File: src/rtl/axil_mux_wr.sv
// AXI-Lite write-path multiplexer: forwards AW/W of the granted master to the single
// slave port and routes the B response back, forwarding each granted transaction once.
module axil_mux_wr #(
    parameter int NUMBER_MASTER   = 2,
    parameter int AXIL_ADDR_WIDTH = 32,
    parameter int AXIL_DATA_WIDTH = 32
) (
    input  logic                                         aclk,
    input  logic                                         aresetn,

    output logic [NUMBER_MASTER-1:0]                     request_wr,
    input  logic [NUMBER_MASTER-1:0]                     grant_wr,

    input  logic [NUMBER_MASTER*AXIL_ADDR_WIDTH-1:0]     m_axil_awaddr,
    input  logic [NUMBER_MASTER-1:0]                     m_axil_awvalid,
    output logic [NUMBER_MASTER-1:0]                     m_axil_awready,
    input  logic [NUMBER_MASTER*AXIL_DATA_WIDTH-1:0]     m_axil_wdata,
    input  logic [NUMBER_MASTER*AXIL_DATA_WIDTH/8-1:0]   m_axil_wstrb,
    input  logic [NUMBER_MASTER-1:0]                     m_axil_wvalid,
    output logic [NUMBER_MASTER-1:0]                     m_axil_wready,
    output logic [NUMBER_MASTER*2-1:0]                   m_axil_bresp,
    output logic [NUMBER_MASTER-1:0]                     m_axil_bvalid,
    input  logic [NUMBER_MASTER-1:0]                     m_axil_bready,

    output logic [AXIL_ADDR_WIDTH-1:0]                   s_axil_awaddr,
    output logic                                         s_axil_awvalid,
    input  logic                                         s_axil_awready,
    output logic [AXIL_DATA_WIDTH-1:0]                   s_axil_wdata,
    output logic [AXIL_DATA_WIDTH/8-1:0]                 s_axil_wstrb,
    output logic                                         s_axil_wvalid,
    input  logic                                         s_axil_wready,
    input  logic [1:0]                                   s_axil_bresp,
    input  logic                                         s_axil_bvalid,
    output logic                                         s_axil_bready
);

    localparam int NM    = NUMBER_MASTER;
    localparam int AW    = AXIL_ADDR_WIDTH;
    localparam int DW    = AXIL_DATA_WIDTH;
    localparam int SW    = AXIL_DATA_WIDTH / 8;
    localparam int SEL_W = (NM > 1) ? $clog2(NM) : 1;

    typedef enum logic {
        ST_ADDR = 1'b0,
        ST_RESP = 1'b1
    } state_t;

    state_t           st;
    state_t           st_next;
    logic             aw_done;
    logic             aw_done_next;
    logic             w_done;
    logic             w_done_next;
    logic [SEL_W-1:0] sel;
    logic             active;
    logic             run;
    logic             aw_hs;
    logic             w_hs;
    logic             b_hs;

    assign request_wr = m_axil_awvalid;

    always_comb begin
        sel = '0;
        for (int i = 0; i < NM; i++) begin
            if (grant_wr[i]) begin
                sel = SEL_W'(i);
            end
        end
    end

    assign active = |grant_wr;
    // Reset also forces every handshake signal low, not just the state.
    assign run    = aresetn & active;

    assign s_axil_awaddr = m_axil_awaddr[int'(sel)*AW +: AW];
    assign s_axil_wdata  = m_axil_wdata[int'(sel)*DW +: DW];
    assign s_axil_wstrb  = m_axil_wstrb[int'(sel)*SW +: SW];
    assign m_axil_bresp  = {NM{s_axil_bresp}};

    always_comb begin
        s_axil_awvalid = 1'b0;
        s_axil_wvalid  = 1'b0;
        s_axil_bready  = 1'b0;
        m_axil_awready = '0;
        m_axil_wready  = '0;
        m_axil_bvalid  = '0;
        if (run) begin
            case (st)
                ST_ADDR: begin
                    s_axil_awvalid      = m_axil_awvalid[sel] & ~aw_done;
                    m_axil_awready[sel] = s_axil_awready & ~aw_done;
                    s_axil_wvalid       = m_axil_wvalid[sel] & ~w_done;
                    m_axil_wready[sel]  = s_axil_wready & ~w_done;
                end
                ST_RESP: begin
                    s_axil_bready       = m_axil_bready[sel];
                    m_axil_bvalid[sel]  = s_axil_bvalid;
                end
                default: begin
                    s_axil_bready       = 1'b0;
                end
            endcase
        end
    end

    assign aw_hs = s_axil_awvalid & s_axil_awready;
    assign w_hs  = s_axil_wvalid & s_axil_wready;
    assign b_hs  = s_axil_bvalid & s_axil_bready;

    // Flags only ever clear on the B handshake, so a grant glitch mid-transaction
    // leaves the progress intact instead of replaying AW or W.
    always_comb begin
        st_next      = st;
        aw_done_next = aw_done;
        w_done_next  = w_done;
        case (st)
            ST_ADDR: begin
                if (aw_hs) begin
                    aw_done_next = 1'b1;
                end
                if (w_hs) begin
                    w_done_next = 1'b1;
                end
                if ((aw_done | aw_hs) && (w_done | w_hs)) begin
                    st_next = ST_RESP;
                end
            end
            ST_RESP: begin
                if (b_hs) begin
                    st_next      = ST_ADDR;
                    aw_done_next = 1'b0;
                    w_done_next  = 1'b0;
                end
            end
            default: begin
                st_next = ST_ADDR;
            end
        endcase
    end

    always_ff @(posedge aclk) begin
        if (!aresetn) begin
            st      <= ST_ADDR;
            aw_done <= 1'b0;
            w_done  <= 1'b0;
        end else begin
            st      <= st_next;
            aw_done <= aw_done_next;
            w_done  <= w_done_next;
        end
    end

endmodule

File: config.mk
export PLATFORM = sky130hd
export DESIGN_NAME = axil_mux_wr
export DESIGN_NICKNAME = d
export VERILOG_FILES = /design/src/rtl/axil_mux_wr.sv
export SDC_FILE = /design/constraint.sdc
export NUM_CORES = 1
export LEC_CHECK = 0
export ABC_AREA = 1
export CORE_AREA = 2 2 92 94
export CTS_CLUSTER_DIAMETER = 100
export DETAILED_ROUTE_END_ITERATION = 6
export DIE_AREA = 0 0 94 96
export DONT_BUFFER_PORTS = 1
export GPL_TIMING_DRIVEN = 0
export PLACE_DENSITY_LB_ADDON = 0.05
export SYNTH_ARGS = -nofsm -noshare
export SYNTH_HDL_FRONTEND = slang
export SYNTH_SLANG_ARGS = --single-unit
File: constraint.sdc
create_clock -name aclk -period 0.9 [get_ports aclk]
set_input_delay 0.18 -clock aclk [delete_from_list [all_inputs] [get_ports aclk]]
set_output_delay 0.18 -clock aclk [all_outputs]
set_load 0.05 [all_outputs]
# Word-level counts from Yosys, hierarchy flattened
# Index checks and enable logic that the tools add are counted.
[word_totals]
elab_cells = 61
output_inout_bits = 83
in_bits = 151
register_bits = 3
[classes]
mux = 29
bitwise = 16
magnitude_cmp = 2
n_shift = 3
n_eq_ne = 3
reduce_logical = 5
[ops]
columns = ["op", "count"]
rows = [
  ["64-bit by 7-bit variable part select with 32-bit output", 2],
  ["1-bit 2-to-1 mux", 19],
  ["2-bit 2-to-1 mux", 6],
  ["1-bit AND", 8],
  ["8-bit by 4-bit variable part select with 4-bit output", 1],
  ["2-bit AND", 3],
  ["1-bit one-hot mux with 2 select lines", 3],
  ["2-bit != test, second input constant", 2],
  ["2-bit AND reduction", 2],
  ["1-bit inverter", 3],
  ["1-bit logical AND", 2],
  ["1-bit by 2-bit < comparator with 1-bit output, second input constant", 1],
  ["2-bit by 1-bit != test with 1-bit output, second input constant", 1],
  ["1-bit bitwise OR", 2],
  ["2-bit OR reduction", 1],
  ["1-bit demux with 1-bit select", 1],
  ["1-bit >= comparator, second input constant", 1],
]

# Depth between registers and ports, before layout
# Gate-level depths: netlist of run 1.
[logic_depth]
word_depth = 11
depth_mapped = 10
mapped_depth_nobuf = 9

# Worst setup path after synthesis of run 1
# Ideal clock, no wire load.
[synth_path]
path_kind = "in2out"
startpoint = "input grant_wr[1]"
endpoint = "output m_axil_awready[1]"
slack_ns = -1.189
path_buffers = 1
cell_stages = 3
arrival_time_ns = 1.909
required_ns = 0.720
path_cell_list = "inv_2 buf_4 nor4_1"
[synth_between]
elab_chain_len = 8
word_cells_on_any_way = 11
cone_classes = "order compare (2); mux (5); bitwise (2); reduce/logical (2)"
[synth_lines]
columns = ["element", "line_no", "text"]
rows = [
  ["start, declared", "12", "input logic [NUMBER_MASTER-1:0] grant_wr,"],
  ["1-bit 2-to-1 mux", "66", "if (grant_wr[i]) begin"],
  ["1-bit by 2-bit < comparator with 1-bit output (not written as such) / 1-bit >= comparator (equally long branches)", "92", "m_axil_awready[sel] = s_axil_awready & ~aw_done;"],
  ["1-bit logical AND (not written as such)", "92", ""],
  ["1-bit 2-to-1 mux (not written as such)", "92", ""],
  ["1-bit demux with 1-bit select", "92", ""],
  ["2-bit AND (no line)", "--", ""],
  ["2-bit 2-to-1 mux", "89", "case (st)"],
  ["2-bit 2-to-1 mux (*)", "88", "if (run) begin"],
  ["end, declared", "16", "output logic [NUMBER_MASTER-1:0] m_axil_awready,"],
]
# Every way passes the cells marked *; elsewhere a longest branch is shown, timed or not.

# Worst setup path in the final report of run 1
[layout_path]
startpoint = "register aw_done"
endpoint = "output m_axil_awready[1]"
[layout_between]
elab_chain_len = 5
[layout_lines]
columns = ["element", "line_no", "text"]
rows = [
  ["start, declared", "50", "logic aw_done;"],
  ["start signal, assigned", "149", "aw_done <= aw_done_next;"],
  ["1-bit inverter", "92", ""],
  ["1-bit AND", "92", ""],
  ["2-bit AND (no line)", "--", ""],
  ["2-bit 2-to-1 mux", "89", ""],
  ["2-bit 2-to-1 mux", "88", ""],
]
# Every way passes these cells.

==> flow_summary.toml, run 1 <==
[layout]
finalInstanceArea_sq_um = 4430
final_cell_mix = "138 x nand2_8, 67 x nand2_1, 14 x buf_4, 10 x clkbuf_16"
final_core_util_pct = 55.1
n_antenna_cell = 0
final_common_cell = "nand2_8"
nets = 460
area_delta_synth_final_pct = 279
layout-drive-gt1-share_pct = 72.7

[routing]
wl_per_cell_microns = 17.7
drc = 0
routed_wl_mm = 7.32
drtPass1Iterations = 4
drt-initial-drc-count = 13
route.vias.total = 1905
viasPerCell = 4.61
drtAntennaViolNets = 0

[cts]
clk_latency_ns = 0.21
root_buffer = "clkbuf_8"
cts_buffers = 3
clk_pin_slew_ns = 0.03
cts_sinks = 3
cts_tree = "built"
h-tree-depth = 1
clockBufferDepth = 2

[critical_path]
slowest_delay_ns = 0.67
critPathMaxFanout = 2
r2r_slack_ns = -0.41
worstPathRequired_ns = 0.72
crit_path_end_kind = "primary output"
path_cells = "inv_2 > nand2_4 > nor4_4"
critPathKind = "flop to primary output"
rr_startpoint = "st"
worstPathArrival_ns = 1.31
reg2regPathDepth = 7
cp-start-kind = "flop"
critPathSlowestCell = "nor4_4"
reg2reg_to = "st"

[yosys]
ys_ff_latch = 3
avgSynthCellArea_sq_um = 4.16
yosysSeqAreaShare_pct = 5.14
yosysWarnings = 0
synth_simple_gate_area_share_pct = 80.0
synthTopCellsByArea = "nand2_1 72%, dfxtp_1 5.1%, buf_4 4.5%"
synth_fa_ha_area_share_pct = 0
synth_xor_area_share_pct = 0
muxShareOfSynthArea_pct = 0
synth_area_sq_um = 1170
synth_compound_area_share_pct = 1.39
synthCells = 281
synthDistinctLibCells = 15
synth_top_area_cell = "nand2_1"
synthesis.nets = 432
yosysTopAreaCellShare_pct = 71.6
synth_top_family_by_area = "simple AND/OR/NAND/NOR gates"

[timing]
slew_headroom_pct = 46.7
rsz0062_at_grt = "yes"
finalHoldViolations = 0
worstMarginPinSlew_ns = 0.794
finalMaxSlewViolations = 0
setup_violations = 79
period_share_pct = 166
finClkSkew_ns = 0.000991
setup_slack_ns = -0.592
fmax_mhz = 670
period_minus_slack_ns = 1.49
hold-worst-slack_ns = 0.172

[place]
port_buffers = 0
dpl-instance-area_sq_um = 2700
pre_cts_ws_ns = -0.438
dp_hpwl_mm = 5.02
globalplace.congestion = 0.693

[power_and_ir_drop]
p_sw_uw = 2060
netSwitchingFraction_pct = 58.7
vdd_ir_drop_max_mv = 0.359
p_seq_share_pct = 4.1
total_power_uw = 3510
intPower_uw = 1450
powerDensity_nw_per_um2 = 793
combPwrFrac_pct = 84.9
p_leak_uw = 0.00155
p_clk_share_pct = 11.0

[global_routing]
grt_first_pass_wirelength_mm = 10.5
grt_overflow = 0
grt_pass1_vias = 1966
antenna_found_initial = 0
grt_max_degree = 12
track_usage_pct = 15.0

[worst_hold_path]
hold_depth = 4
hold_path.class = "input pin to flop"
hold_start = "s_axil_awready"
worst_hold_path.endpoint = "aw_done"

[die]
die_area_sq_um = 9020
core_area_sq_um = 8050
ios = 234
start_util_pct = 14.5
die_x_microns = 94
rows = 33
die_h_microns = 96

[run_status]
violations = "setup timing"
status = "complete, but fails checks"

[flow_run]
drv_cap = 0
## power groups by stage
stage	Combinational, uW	Sequential [uW]	Clock (uW)
after floorplan	2050	144	0
after global placement	2170	144	0
after detailed placement	2170	144	0
after CTS	2910	143	400
after global routing	3110	143	423
final	2980	143	387
## through the flow
stage / TNS [ns] / instances
floorplan: -4.08 / 281
global placement: -11.28 / 386
detailed placement: -11.21 / 386
CTS: -17.24 / 411
global route: -20.46 / 413
finish: -17.78 / 413
## worst max-delay path: cells and delay by family (launching register included)
family	cells	cell delay [ns]
flip-flops	1	0.31
buffers and inverters	1	0.07
AND/OR/NAND/NOR	2	0.72
## cells in the mapped netlist
cell type	instances
buf_2	3
buf_6	1
nor2_2	2
nand2_1	223
o21ai_2	1
a21boi_0	1
clkbuf_1	11
dfxtp_1	3
nand3_1	5
nor4_1	2
buf_4	7
nor2_1	10
nor3_1	2
inv_1	9
inv_2	1
## flip-flops by register name, indices dropped and copies added (netlist names)
register,cells
aw_done,1
w_done,1
st,1
## area by class of cell
type,instances,area (sq um)
inverters,10,70.1
repair buffers,25,412
flip-flops and latches,3,66.3
clock buffers,4,45.0
multi-input cells,246,3380
well taps,105,131
plain buffers,20,325
fillers,689,3620
## worst max-delay path by stage
| stage | from | endpoint | depth (start not counted) |
|---|---|---|---|
| 4_1_cts | aw_done | m_axil_awready[1] | 3 |
| 5_1_grt | w_done | m_axil_wready[1] | 3 |
| 3_3_place_gp | st | st | 7 |
| 6_report | aw_done | m_axil_awready[1] | 3 |
| 3_5_place_dp | st | st | 7 |
| 2_1_floorplan | aw_done | m_axil_awready[1] | 3 |
## cell families after synthesis
group | Yosys count
simple gates | 244
flops | 3
compound gates | 2
buf+inv | 32
## per-layer routing
layer	share of wire (%)	track usage (%)	up-vias
met3	9.3	3.45	6
met5	0	0	-
met2	59	29.7	131
met1	30	15.6	877
met4	1.4	4.59	0
li1	-	-	891
## what timing repair did
| item | CTS | global route |
|---|---|---|
| hold buffers | 0 | 0 |
| pin swaps | 72 | 31 |
| setup buffers | 15 | 3 |
| gates cloned | 7 | 1 |
| gates resized for setup | 183 | 27 |
| setup endpoints to repair | 80 | 80 |
No activity file was read; power rests on OpenSTA's default activity.
==> inputs of run 2 (changes only) <==
--- a/config.mk
+++ b/config.mk
@@ -6,6 +6,7 @@
 export NUM_CORES = 1
 export LEC_CHECK = 0
 export ABC_AREA = 1
+export CAP_MARGIN = 20
 export CORE_AREA = 2 2 92 94
 export CTS_CLUSTER_DIAMETER = 100
 export DETAILED_ROUTE_END_ITERATION = 6
==> results of run 2 <==
Same layout as run 1: the final DEF is identical, and so are final timing and power.
==> variant: new RTL, flow settings as in run 1 <==
`AXIL_ADDR_WIDTH`: 32 -> 48.
--- a/src/rtl/axil_mux_wr.sv
+++ b/src/rtl/axil_mux_wr.sv
@@ -2,7 +2,7 @@
 // slave port and routes the B response back, forwarding each granted transaction once.
 module axil_mux_wr #(
     parameter int NUMBER_MASTER   = 2,
-    parameter int AXIL_ADDR_WIDTH = 32,
+    parameter int AXIL_ADDR_WIDTH = 48,
     parameter int AXIL_DATA_WIDTH = 32
 ) (
     input  logic                                         aclk,
Interface: changed (resized m_axil_awaddr and s_axil_awaddr); port bits go from 234 to 282. The function was not compared with the original's and may differ.
==> variant against run 1 <==
Die area stayed put. Sequential cell count did not move. Synthesized area rose by 17%. Routed wire length increased by 55%. Total power up 28%. The flow still finishes with violations (setup timing). Worst setup slack improved by 0.0040 ns. Count of clock-buffer cells in the layout stayed put. Cell area grew 34%. Largest power group unchanged. Global-route usage up 4.6 points. Critical endpoint is now m_axil_wready[1].
==> variant: results (changes against run 1) <==
vias per inst 4.93 (was 4.61); largest net degree at the start of global routing 11 (was 12); #MultiIn Comb 294 (was 246); Worst Reg-to-Reg Cells 8 (was 7); status finished with violations (unchanged); Post-DP Area 3400 sq um (was 2700 sq um); first-pass GRT wire length 13300 um (was 10500 um); share of layout cells above drive strength 1 92.8% (was 72.7%); Setup WS post-layout -0.588 ns (was -0.592 ns); gr usage total 19.6% (was 15.0%); clock skew 0.000186 ns (was 0.000991 ns); Post-CTS Resized 254 (was 183); critical path fanouts, max 2 (unchanged); flop2flop setup slack -0.54 ns (was -0.41 ns); non-clock buffer count 63 (was 45); WL final 11400 um (was 7320 um); routability cong. 0.702 (was 0.693); failing checks setup timing (unchanged); buffering overhead 19.2% (was 16.6%); fillers 491 (was 689); vias in the first global route 2392 (was 1966); total chip power 4.51 mW (was 3.51 mW); synthesized cell area 1370 sq um (was 1170 sq um); synth cell count leaders nand2_1, buf_2, clkbuf_1, inv_1, nor2_1 (was nand2_1, clkbuf_1, nor2_1); clock-cell share of area 0.757% (was 1.02%); Post-Synthesis Cells 332 (was 281); dpl ws -0.477 ns (was -0.438 ns); CP max stage delay 0.64 ns (was 0.67 ns); leading post-synthesis cells by cell area nand2_1, dfxtp_1, buf_2 (was nand2_1, dfxtp_1, buf_4); DP Wirelength 6800 um (was 5020 um); setup tns final -29.05 ns (was -17.78 ns); postcts setup bufs 23 (was 15); NumNets Final 558 (was 460); Clk pwr share 8.7% (was 11.0%); syn_nets 515 (was 432); DRT iter0 DRCs 17 (was 13); post-synthesis sequential area ratio 4.39% (was 5.14%); Final Setup Violations 96 (was 79); Max IR drop VDD 0.732 mV (was 0.359 mV); internal power 1.86 mW (was 1.45 mW); met2 usage 42.5% (was 29.7%); hold path depth 4 (unchanged); Worst Max-Slew Pin Slew 0.753 ns (was 0.794 ns); Synth Area in Compound Gates 1.19% (was 1.39%); WL per Instance 23.7 um (was 17.7 um); dpl cells 437 (was 386); met3 global-route usage 4.70% (was 3.45%)
## variant: how the worst max path moves through the flow
stage | startpoint | to | slack (ns) | depth (start not counted)
5_1_grt | w_done | m_axil_wready[1] | -0.65 | 3
4_1_cts | w_done | m_axil_wready[1] | -0.61 | 3
3_3_place_gp | grant_wr[1] | m_axil_bvalid[0] | -0.48 | 5
2_1_floorplan | aw_done | m_axil_awready[1] | -0.37 | 3
3_5_place_dp | grant_wr[1] | m_axil_bvalid[0] | -0.48 | 5
6_report | w_done | m_axil_wready[1] | -0.59 | 3
## variant: tightest hold or removal path: stages
cell and delay, ns:
nand2_2 0.03, nand3_1 0.07, nand2_1 0.05, inv_1 0.04
## variant: kinds of logic after synthesis
logic type,Yosys count
DFF,3
and+or+nand+nor,292
AOI/OAI and AO/OA,2
buffers and inverters,35
## variant: per-layer routing
layer	wire length, um	up-vias
li1	-	1081
met1	3130	1113
met4	163	0
met2	7120	155
met3	945	14
met5	0	-
